--- config.mk ---
export PLATFORM = sky130hd
export DESIGN_NAME = mvagu
export DESIGN_NICKNAME = d
export VERILOG_FILES = /design/src/rtl/mvagu.sv
export SDC_FILE = /design/constraint.sdc
export NUM_CORES = 1
export LEC_CHECK = 0
export ABC_AREA = 0
export CAP_MARGIN = 10
export CORE_MARGIN = 4
export CORE_UTILIZATION = 60
export CTS_CLUSTER_DIAMETER = 30
export DETAILED_ROUTE_END_ITERATION = 12
export PLACE_DENSITY = 0.86
export SYNTH_ARGS = -nofsm -noshare
export SYNTH_HDL_FRONTEND = slang
export SYNTH_SLANG_ARGS = --single-unit
--- constraint.sdc ---
create_clock -name clk -period 11.92 [get_ports clk]
set_clock_uncertainty 0.1 [all_clocks]
set_input_delay 2.384 -clock clk [delete_from_list [all_inputs] [get_ports clk]]
set_output_delay 2.384 -clock clk [all_outputs]
set_load 0.005 [all_outputs]
--- src/rtl/mvagu.sv ---
// mvagu: multi-loop address generator for one MVU memory bank.
// Walks an NLOOPS-deep nest of signed jumps (loop 0 innermost) from a latched
// base address and streams the addresses over a valid/ready handshake.
// Optional feature macro MVAGU_PLANE_EN adds a bit-plane inner loop that emits
// prec consecutive addresses (base+off+p) for every loop position.
module mvagu #(
    parameter int BWADDR   = 15,
    parameter int BWLENGTH = 8,
    parameter int NLOOPS   = 5,
    parameter int BPREC    = 6
) (
    input  logic                         clk,
    input  logic                         rst_n,
    input  logic                         clr,
    input  logic                         start,
    input  logic [BWADDR-1:0]            baseaddr,
    input  logic [NLOOPS*BWADDR-1:0]     jumps,
    input  logic [NLOOPS*BWLENGTH-1:0]   lengths,
    input  logic [BPREC-1:0]             prec,
    output logic                         busy,
    output logic                         done,
    output logic [BWADDR-1:0]            addr_out,
    output logic                         addr_valid,
    input  logic                         addr_ready,
    output logic                         msb,
    output logic                         last,
    output logic [NLOOPS-1:0]            on_j
);

    typedef enum logic [1:0] {
        ST_IDLE = 2'd0,
        ST_RUN  = 2'd1,
        ST_DONE = 2'd2
    } state_t;

    localparam logic [BWLENGTH-1:0] LEN_ONE = BWLENGTH'(1);
    localparam logic [NLOOPS-1:0]   ONJ_ONE = NLOOPS'(1);

    // Smallest loop index whose counter has not yet reached its length.
    function automatic int first_open(
        input logic [NLOOPS*BWLENGTH-1:0] cnt,
        input logic [NLOOPS*BWLENGTH-1:0] len
    );
        int k;
        k = NLOOPS - 1;
        for (int i = NLOOPS - 1; i >= 0; i--) begin
            if (cnt[i*BWLENGTH +: BWLENGTH] != len[i*BWLENGTH +: BWLENGTH]) begin
                k = i;
            end else begin
                k = k;
            end
        end
        return k;
    endfunction

    state_t                       state_r;
    logic [BWADDR-1:0]            base_r;
    logic [NLOOPS*BWADDR-1:0]     jumps_r;
    logic [NLOOPS*BWLENGTH-1:0]   lengths_r;
    logic [NLOOPS*BWLENGTH-1:0]   cnt_r;
    logic [BWADDR-1:0]            off_r;

    int                           step_k_s;
    logic [NLOOPS*BWLENGTH-1:0]   cnt_step_s;
    logic [BWADDR-1:0]            off_step_s;
    logic [NLOOPS-1:0]            onj_step_s;
    logic                         all_max_step_s;

    logic                         hs_s;
    logic                         start_acc_s;
    logic                         finish_s;
    logic                         plane_inc_s;
    logic                         loop_step_s;

    logic                         plane_last_s;
    logic                         plane_next_last_s;
    logic                         start_plane_last_s;
    logic                         pm1_zero_s;

    assign hs_s        = (state_r == ST_RUN) && addr_valid && addr_ready;
    assign start_acc_s = (state_r == ST_IDLE) && start && !clr;
    assign finish_s    = hs_s && last && !clr;
    assign plane_inc_s = hs_s && !last && !plane_last_s && !clr;
    assign loop_step_s = hs_s && !last && plane_last_s && !clr;

`ifdef MVAGU_PLANE_EN
    logic [BPREC-1:0] plane_r;
    logic [BPREC-1:0] pm1_r;
    logic [BPREC-1:0] pm1_s;

    // prec of zero behaves like one plane; keep P-1 for the end-of-plane compare.
    assign pm1_s = (prec == '0) ? '0 : (prec - BPREC'(1));

    // Bit-plane counter: advances on every handshake until the last plane.
    always_ff @(posedge clk or negedge rst_n) begin
        if (!rst_n) begin
            plane_r <= '0;
            pm1_r   <= '0;
        end else if (clr) begin
            plane_r <= '0;
        end else if (start_acc_s) begin
            plane_r <= '0;
            pm1_r   <= pm1_s;
        end else if (plane_inc_s) begin
            plane_r <= plane_r + BPREC'(1);
        end else if (loop_step_s) begin
            plane_r <= '0;
        end
    end

    assign plane_last_s       = (plane_r == pm1_r);
    assign plane_next_last_s  = ((plane_r + BPREC'(1)) == pm1_r);
    assign start_plane_last_s = (pm1_s == '0);
    assign pm1_zero_s         = (pm1_r == '0);
`else
    logic prec_unused_s;
    assign prec_unused_s      = ^prec;
    assign plane_last_s       = 1'b1;
    assign plane_next_last_s  = 1'b0;
    assign start_plane_last_s = 1'b1;
    assign pm1_zero_s         = 1'b1;
`endif

    // Next loop position: clear the loops below the stepping loop, bump it, add its jump.
    always_comb begin
        step_k_s   = first_open(cnt_r, lengths_r);
        cnt_step_s = cnt_r;
        for (int i = 0; i < NLOOPS; i++) begin
            if (i < step_k_s) begin
                cnt_step_s[i*BWLENGTH +: BWLENGTH] = '0;
            end else if (i == step_k_s) begin
                cnt_step_s[i*BWLENGTH +: BWLENGTH] = cnt_r[i*BWLENGTH +: BWLENGTH] + LEN_ONE;
            end else begin
                cnt_step_s[i*BWLENGTH +: BWLENGTH] = cnt_r[i*BWLENGTH +: BWLENGTH];
            end
        end
        off_step_s     = off_r + jumps_r[step_k_s*BWADDR +: BWADDR];
        onj_step_s     = ONJ_ONE << step_k_s;
        all_max_step_s = (cnt_step_s == lengths_r);
    end

    // Sequencer FSM with registered address/flag outputs.
    always_ff @(posedge clk or negedge rst_n) begin
        if (!rst_n) begin
            state_r    <= ST_IDLE;
            base_r     <= '0;
            jumps_r    <= '0;
            lengths_r  <= '0;
            cnt_r      <= '0;
            off_r      <= '0;
            busy       <= 1'b0;
            done       <= 1'b0;
            addr_out   <= '0;
            addr_valid <= 1'b0;
            msb        <= 1'b0;
            last       <= 1'b0;
            on_j       <= '0;
        end else if (clr) begin
            state_r    <= ST_IDLE;
            busy       <= 1'b0;
            done       <= 1'b0;
            addr_valid <= 1'b0;
        end else begin
            case (state_r)
                ST_IDLE: begin
                    done <= 1'b0;
                    if (start_acc_s) begin
                        state_r    <= ST_RUN;
                        base_r     <= baseaddr;
                        jumps_r    <= jumps;
                        lengths_r  <= lengths;
                        cnt_r      <= '0;
                        off_r      <= '0;
                        busy       <= 1'b1;
                        addr_valid <= 1'b1;
                        addr_out   <= baseaddr;
                        msb        <= 1'b1;
                        last       <= (lengths == '0) && start_plane_last_s;
                        on_j       <= '0;
                    end
                end
                ST_RUN: begin
                    if (finish_s) begin
                        state_r    <= ST_DONE;
                        busy       <= 1'b0;
                        done       <= 1'b1;
                        addr_valid <= 1'b0;
                    end else if (plane_inc_s) begin
                        // Next plane of the same position: address simply increments.
                        addr_out <= addr_out + BWADDR'(1);
                        msb      <= 1'b0;
                        on_j     <= '0;
                        last     <= plane_next_last_s && (cnt_r == lengths_r);
                    end else if (loop_step_s) begin
                        cnt_r    <= cnt_step_s;
                        off_r    <= off_step_s;
                        addr_out <= base_r + off_step_s;
                        msb      <= 1'b1;
                        on_j     <= onj_step_s;
                        last     <= all_max_step_s && pm1_zero_s;
                    end
                end
                ST_DONE: begin
                    state_r <= ST_IDLE;
                    done    <= 1'b0;
                end
                default: begin
                    state_r    <= ST_IDLE;
                    busy       <= 1'b0;
                    done       <= 1'b0;
                    addr_valid <= 1'b0;
                end
            endcase
        end
    end

endmodule

# Word-level counts from Yosys, hierarchy flattened
# Index checks and enable logic that the tools add are counted.
dict set report op_classes {
  muxes 48
  shifts 2
  bitwise 1
  n_mul 1
  n_reduce_logical 18
  addsub 7
  magnitude_cmp 5
  eq_ne 17
}
# cell n
set op_table {}
lappend op_table {{40-bit 2-to-1 mux} 3}
lappend op_table {{15-bit 2-to-1 mux} 6}
lappend op_table {{8-bit 2-to-1 mux} 10}
lappend op_table {{40-bit one-hot mux with 2 select lines} 1}
lappend op_table {{75-bit by 8-bit indexed part select with 15-bit output} 1}
lappend op_table {{15-bit one-hot mux with 2 select lines} 2}
lappend op_table {{8-bit by 1-bit adder with 8-bit output (second input constant)} 5}
lappend op_table {{40-bit equality test} 1}
lappend op_table {{40-bit logical NOT} 1}
lappend op_table {{32-bit logical NOT} 1}
lappend op_table {{8-bit != test} 4}
lappend op_table {{15-bit adder} 2}
lappend op_table {{5-bit 2-to-1 mux} 3}
lappend op_table {{3-bit 2-to-1 mux} 4}
lappend op_table {{1-bit 2-to-1 mux} 11}
lappend op_table {{5-bit one-hot mux with 2 select lines} 1}
lappend op_table {{1-bit logical AND} 8}
lappend op_table {{2-bit != test (second input constant)} 4}
lappend op_table {{3-bit by 4-bit multiplier with 7-bit output (second input constant)} 1}
lappend op_table {{2-bit by 3-bit equality test with 1-bit output (first input constant)} 2}
lappend op_table {{1-bit by 3-bit less-than comparator with 1-bit output (first input constant)} 2}
lappend op_table {{2-bit by 3-bit less-than comparator with 1-bit output (first input constant)} 2}
lappend op_table {{2-bit 2-to-1 mux} 3}
lappend op_table {{3-bit != test (second input constant)} 2}
lappend op_table {{16 further kinds} 19}
dict set report word_totals {
  regBits 211
  input_bits 141
  out_inout_bits 25
  wordCells 111
}

# Longest topological paths before layout
dict set report logic_depth {
  ltp_word 12
  depth_mapped 31
}

# Worst setup path before layout
# OpenSTA, ideal clock, no wires.
dict set report synth_timing {
  kind {register to register}
  startpoint {register cnt_r[8]}
  endpoint {register addr_out[14]}
  setup_ns 0.083
  path_stages_with_launch 30
  path_buffers 5
  slack_ns 5.635
  synth_period_minus_slack_ns 6.285
  arrival_time_ns 6.103
  cell_sequence {dfrtp_1 -> xor2_1 -> or4_1 -> clkbuf_1 -> or4_1 -> buf_4 -> clkbuf_1 -> clkbuf_1 -> buf_1 -> a221oi_1 -> nor2_1 -> mux2i_1 -> o21ai_0 -> ha_1 -> a21o_1 -> a21oi_1 -> o21ai_0 -> a31o_2 -> a2111oi_0 -> nor3_1 -> a21oi_1 -> xnor2_1 -> ha_1 -> and3_1 -> a211o_1 -> a21oi_1 -> xnor2_1 -> xnor2_1 -> nor2_1 -> o21ai_0}
}
dict set report synth_between {
  elab_chain_len 10
}
# item line
set synth_lines {}
lappend synth_lines {{from (decl)} 60} ;# logic [NLOOPS*BWLENGTH-1:0] cnt_r;
lappend synth_lines {{from (signal assigned)} 195} ;# cnt_r <= cnt_step_s;
lappend synth_lines {{8-bit != test} 47} ;# if (cnt[i*BWLENGTH +: BWLENGTH] != len[i*BWLENGTH +: BWLENGTH]) begin
lappend synth_lines {{3-bit 2-to-1 mux (2 in a row)} 47}
lappend synth_lines {{3-bit by 4-bit multiplier with 7-bit output} 137} ;# off_step_s = off_r + jumps_r[step_k_s*BWADDR +: BWADDR];
lappend synth_lines {{75-bit by 8-bit indexed part select with 15-bit output} 137}
lappend synth_lines {{15-bit adder} 137}
lappend synth_lines {{15-bit adder} 197} ;# addr_out <= base_r + off_step_s;
lappend synth_lines {{15-bit 2-to-1 mux} 194} ;# end else if (loop_step_s) begin
lappend synth_lines {{15-bit 2-to-1 mux} 183} ;# if (finish_s) begin
lappend synth_lines {{15-bit one-hot mux with 2 select lines} 164} ;# case (state_r)
lappend synth_lines {{to (signal assigned)} 176} ;# addr_out <= baseaddr;
lappend synth_lines {{to (signal assigned)} 190} ;# addr_out <= addr_out + BWADDR'(1);
lappend synth_lines {{to (signal assigned)} 197}
lappend synth_lines {{to (decl)} 22} ;# output logic [BWADDR-1:0] addr_out,
# Every way passes these cells. The select of a mux whose other input is x is not followed.
# A chain may end at the register's enable or synchronous reset.

# Worst setup path in the final report
dict set report layout_timing {
  startpoint {register cnt_r[20]}
  endpoint {register addr_out[14]}
}
dict set report layout_between {
  elab_chain_len 11
}
# item line
set layout_lines {}
lappend layout_lines {{8-bit != test} 47}
lappend layout_lines {{3-bit 2-to-1 mux (3 in a row)} 47}
lappend layout_lines {{3-bit by 4-bit multiplier with 7-bit output} 137}
lappend layout_lines {{75-bit by 8-bit indexed part select with 15-bit output} 137}
lappend layout_lines {{15-bit adder} 137}
lappend layout_lines {{15-bit adder} 197}
lappend layout_lines {{15-bit 2-to-1 mux} 194}
lappend layout_lines {{15-bit 2-to-1 mux} 183}
lappend layout_lines {{15-bit one-hot mux with 2 select lines} 164}
# Every way passes these cells. The select of a mux whose other input is x is not followed.

==> results.py <==
metrics = {
    "cells_and_area": {
        "n_antenna_cell": 0,
        "seqCellArea_sq_um": 5280,
        "drive_gt1_frac": 0.0651,
        "multiInputGateArea_sq_um": 6290,
        "post-route-util": 0.786,
        "fillers": 1306,
        "nNetsFinal": 1774,
        "syn_to_final_growth_pct": 28.8,
    },
    "global_route": {
        "antenna_found_initial": 0,
        "grt.total_usage": 0.328,
        "grt_pass1_vias": 11700,
        "grt_max_degree": 95,
        "grt_pass1_wl_um": 58900,
        "grt.overflow.total": 0,
    },
    "setup_path": {
        "crit_path_max_fanout": 20,
        "crit_buf_inv": 0,
        "cpPeakStageDelay_ps": 890,
        "crit_required_ps": 12280,
        "crit_start": "cnt_r[20]",
        "crit_cells": 24,
        "slowest_stage": "or3_1",
        "cp-end-kind": "flip-flop",
        "reg2reg_depth": 24,
        "r2r_end": "addr_out[14]",
        "path_cells": "xor2_1, nor4_1, nand2_1, or3_1, o22ai_1, nor4_1, a21o_1, ha_1, a21o_1, a21oi_1, o21ai_0, a31o_2, a2111oi_0, nor3_1, a21oi_1, xnor2_1, ha_1, and3_1, a211o_1, a21oi_1, xnor2_1, xnor2_1, nor2_1, o21ai_0",
        "r2r_slack_ps": 4260,
        "path_class": "reg2reg",
        "critical_path.endpoint": "addr_out[14]",
        "arrival_ps": 8020,
        "cp_top_family": "simple AND/OR/NAND/NOR gates",
        "reg2reg_from": "cnt_r[20]",
        "worstSetupStartpointType": "flip-flop",
    },
    "timing": {
        "worstMarginPinSlew_ps": 1240,
        "relSlewSlack": 0.172,
        "finalSetupViolations": 0,
        "period_needed_ps": 7660,
        "fin_crit_sh": 0.643,
        "fmax_mhz": 131,
        "rsz0062_at_grt": "no",
        "fin_setup_tns_ps": 0,
        "finalHoldViolations": 0,
        "slew_viol_final": 0,
    },
    "clock_tree": {
        "cts.repair.resized": 0,
        "post_cts_buffers": 0,
        "h-tree-depth": 2,
        "clock_sinks": 211,
        "cts_tree": "yes",
        "cts_root_buf": "clkbuf_16",
        "cts_buffer_depth": 3,
        "numCtsBuffers": 49,
        "path_clk_slew_ps": 50,
        "clkLatencyLatePin_ps": 540,
        "ctsHoldBuffers": 0,
    },
    "min_path": {
        "holdCritPathClass": "reg2reg",
    },
    "synth": {
        "ys_seq_area_frac": 0.443,
        "yosysUniqueCellTypes": 67,
        "avgSynthCellArea_sq_um": 8.21,
        "synth_cells": 1452,
        "yosys.area.top_type_share": 0.443,
        "synth_area_leaders": "dfrtp_1, nand2_1, ha_1",
        "synth_commonest_cells": "nand2_1, dfrtp_1, o21ai_0, nor2_1, clkbuf_1",
        "synth-main-ff-cell": "dfrtp_1",
        "synth_area_sq_um": 11900,
        "synth_warnings": 0,
        "synthArstFlopShare": 1.00,
        "synth-edff-count": 0,
        "synth_area_leader_cell": "dfrtp_1",
        "ys_ff_latch": 211,
        "yosysMostFrequentCell": "nand2_1",
        "synth_nets": 1633,
    },
    "floorplan": {
        "io_pins": 166,
        "die_w_um": 149,
        "die_height_um": 149,
        "coreArea_sq_um": 19500,
        "die_area_sq_um": 22200,
        "start_util": 0.611,
        "rows": 51,
    },
    "run_status": {
        "status": "finished clean",
    },
    "placed_design": {
        "io_buffers": 159,
        "place.gp.congestion": 0.963,
        "hpwlAfterDp_um": 23700,
    },
    "route": {
        "drt_pass1_iterations": 5,
        "wl_per_cell_um": 19.3,
        "drc_errors": 0,
        "vias": 11600,
        "wl_um": 36500,
        "vias_per_cell": 6.12,
        "drt-initial-drc-count": 1200,
        "antenna_violating_nets_post_route": 0,
    },
    "job": {
        "max_cap_viol_count": 0,
    },
    "power": {
        "p_per_area_nw_per_um2": 190,
        "peakVddDrop_uv": 138,
        "p_leak_nw": 7.27,
    },
}
## power breakdown
| part | internal, mW | leakage, nW | switching [mW] |
|---|---|---|---|
| combinational | 0.276 | 3.73 | 0.349 |
| clock | 0.959 | 0.840 | 0.418 |
| sequential | 0.827 | 2.70 | 0.0928 |
## cell type report
class | count | share of cell area
Sequential cell | 211 | 0.344
Timing Repair Buffer | 170 | 0.109
Tap cell | 265 | 0.0216
Clock buffer | 64 | 0.0901
Inverter | 19 | 0.00464
Multi-Input combinational cell | 1142 | 0.409
Clock inverter | 23 | 0.0211
## cell usage in the layout (no fill, tap or decap), types with 38 or more instances in the layout
| master | synthesis | final |
|---|---|---|
| nor2_1 | 72 | 71 |
| o21ai_0 | 89 | 89 |
| clkbuf_16 | 0 | 50 |
| clkdlybuf4s50_1 | 0 | 158 |
| dfrtp_1 | 211 | 211 |
| a21oi_1 | 54 | 54 |
| xnor2_1 | 44 | 44 |
| xor2_1 | 48 | 48 |
| nand2_1 | 503 | 503 |
| nand3_1 | 43 | 43 |
| ha_1 | 38 | 38 |
## registers in the layout (all words and copies together), names as in the netlist, 2 cells and up
signal,cells
state_r,2
lengths_r,40
jumps_r,75
addr_out,15
off_r,15
base_r,15
cnt_r,40
on_j,5
## cells by family (layout without fill, tap and decap cells)
| group | Yosys count | count (layout) | share of synthesized area |
|---|---|---|---|
| adders and majority gates | 40 | 40 | 0.0432 |
| DFF | 211 | 211 | 0.443 |
| AOI/OAI and AO/OA | 269 | 269 | 0.144 |
| xor gates and xnor gates | 93 | 93 | 0.0689 |
| buffers and inverters | 99 | 276 | 0.0320 |
| and+or+nand+nor | 730 | 730 | 0.260 |
| muxes | 10 | 10 | 0.00850 |
## layer usage
layer  track usage  routed length [um]
met2         0.553               17800
met5             0                   0
met4         0.134                1340
met1         0.425               14300
met3        0.0541                3040
## worst reg2reg max path, stage by stage (launching register included)
cell and delay [ps]:
dfrtp_1 480, xor2_1 190, nor4_1 760, nand2_1 730, or3_1 900, o22ai_1 250, nor4_1 100, a21o_1 250
ha_1 290, a21o_1 180, a21oi_1 230, o21ai_0 200, a31o_2 320, a2111oi_0 530, nor3_1 170, a21oi_1 210
xnor2_1 170, ha_1 330, and3_1 210, a211o_1 290, a21oi_1 170, xnor2_1 150, xnor2_1 140, nor2_1 50
o21ai_0 180
## worst min path at each step
stage | to | depth (start not counted) | start | slack [ps]
floorplan | jumps_r[60] | 2 | jumps_r[60] | 340
global placement | jumps_r[39] | 2 | jumps_r[39] | 360
detailed placement | jumps_r[40] | 2 | jumps_r[40] | 360
CTS | jumps_r[24] | 2 | jumps_r[24] | 380
global route | jumps_r[10] | 2 | jumps_r[10] | 390
finish | on_j[0] | 2 | on_j[0] | 370
## through the flow
| step | power [mW] | area (sq um) | std cells | worst slack [ps] | hold slack [ps] |
|---|---|---|---|---|---|
| after global routing | 3.04 | 15400 | 1894 | 3860 | 386 |
| final | 2.92 | 15400 | 1894 | 4260 | 374 |
| after CTS | 2.92 | 15400 | 1894 | 4540 | 375 |
| after detailed placement | 1.53 | 13600 | 1807 | 4590 | 362 |
| after global placement | 1.50 | 13600 | 1807 | 4790 | 358 |
| after floorplan | 1.30 | 11900 | 1452 | 5630 | 345 |
No activity file was read; power rests on OpenSTA's default activity.
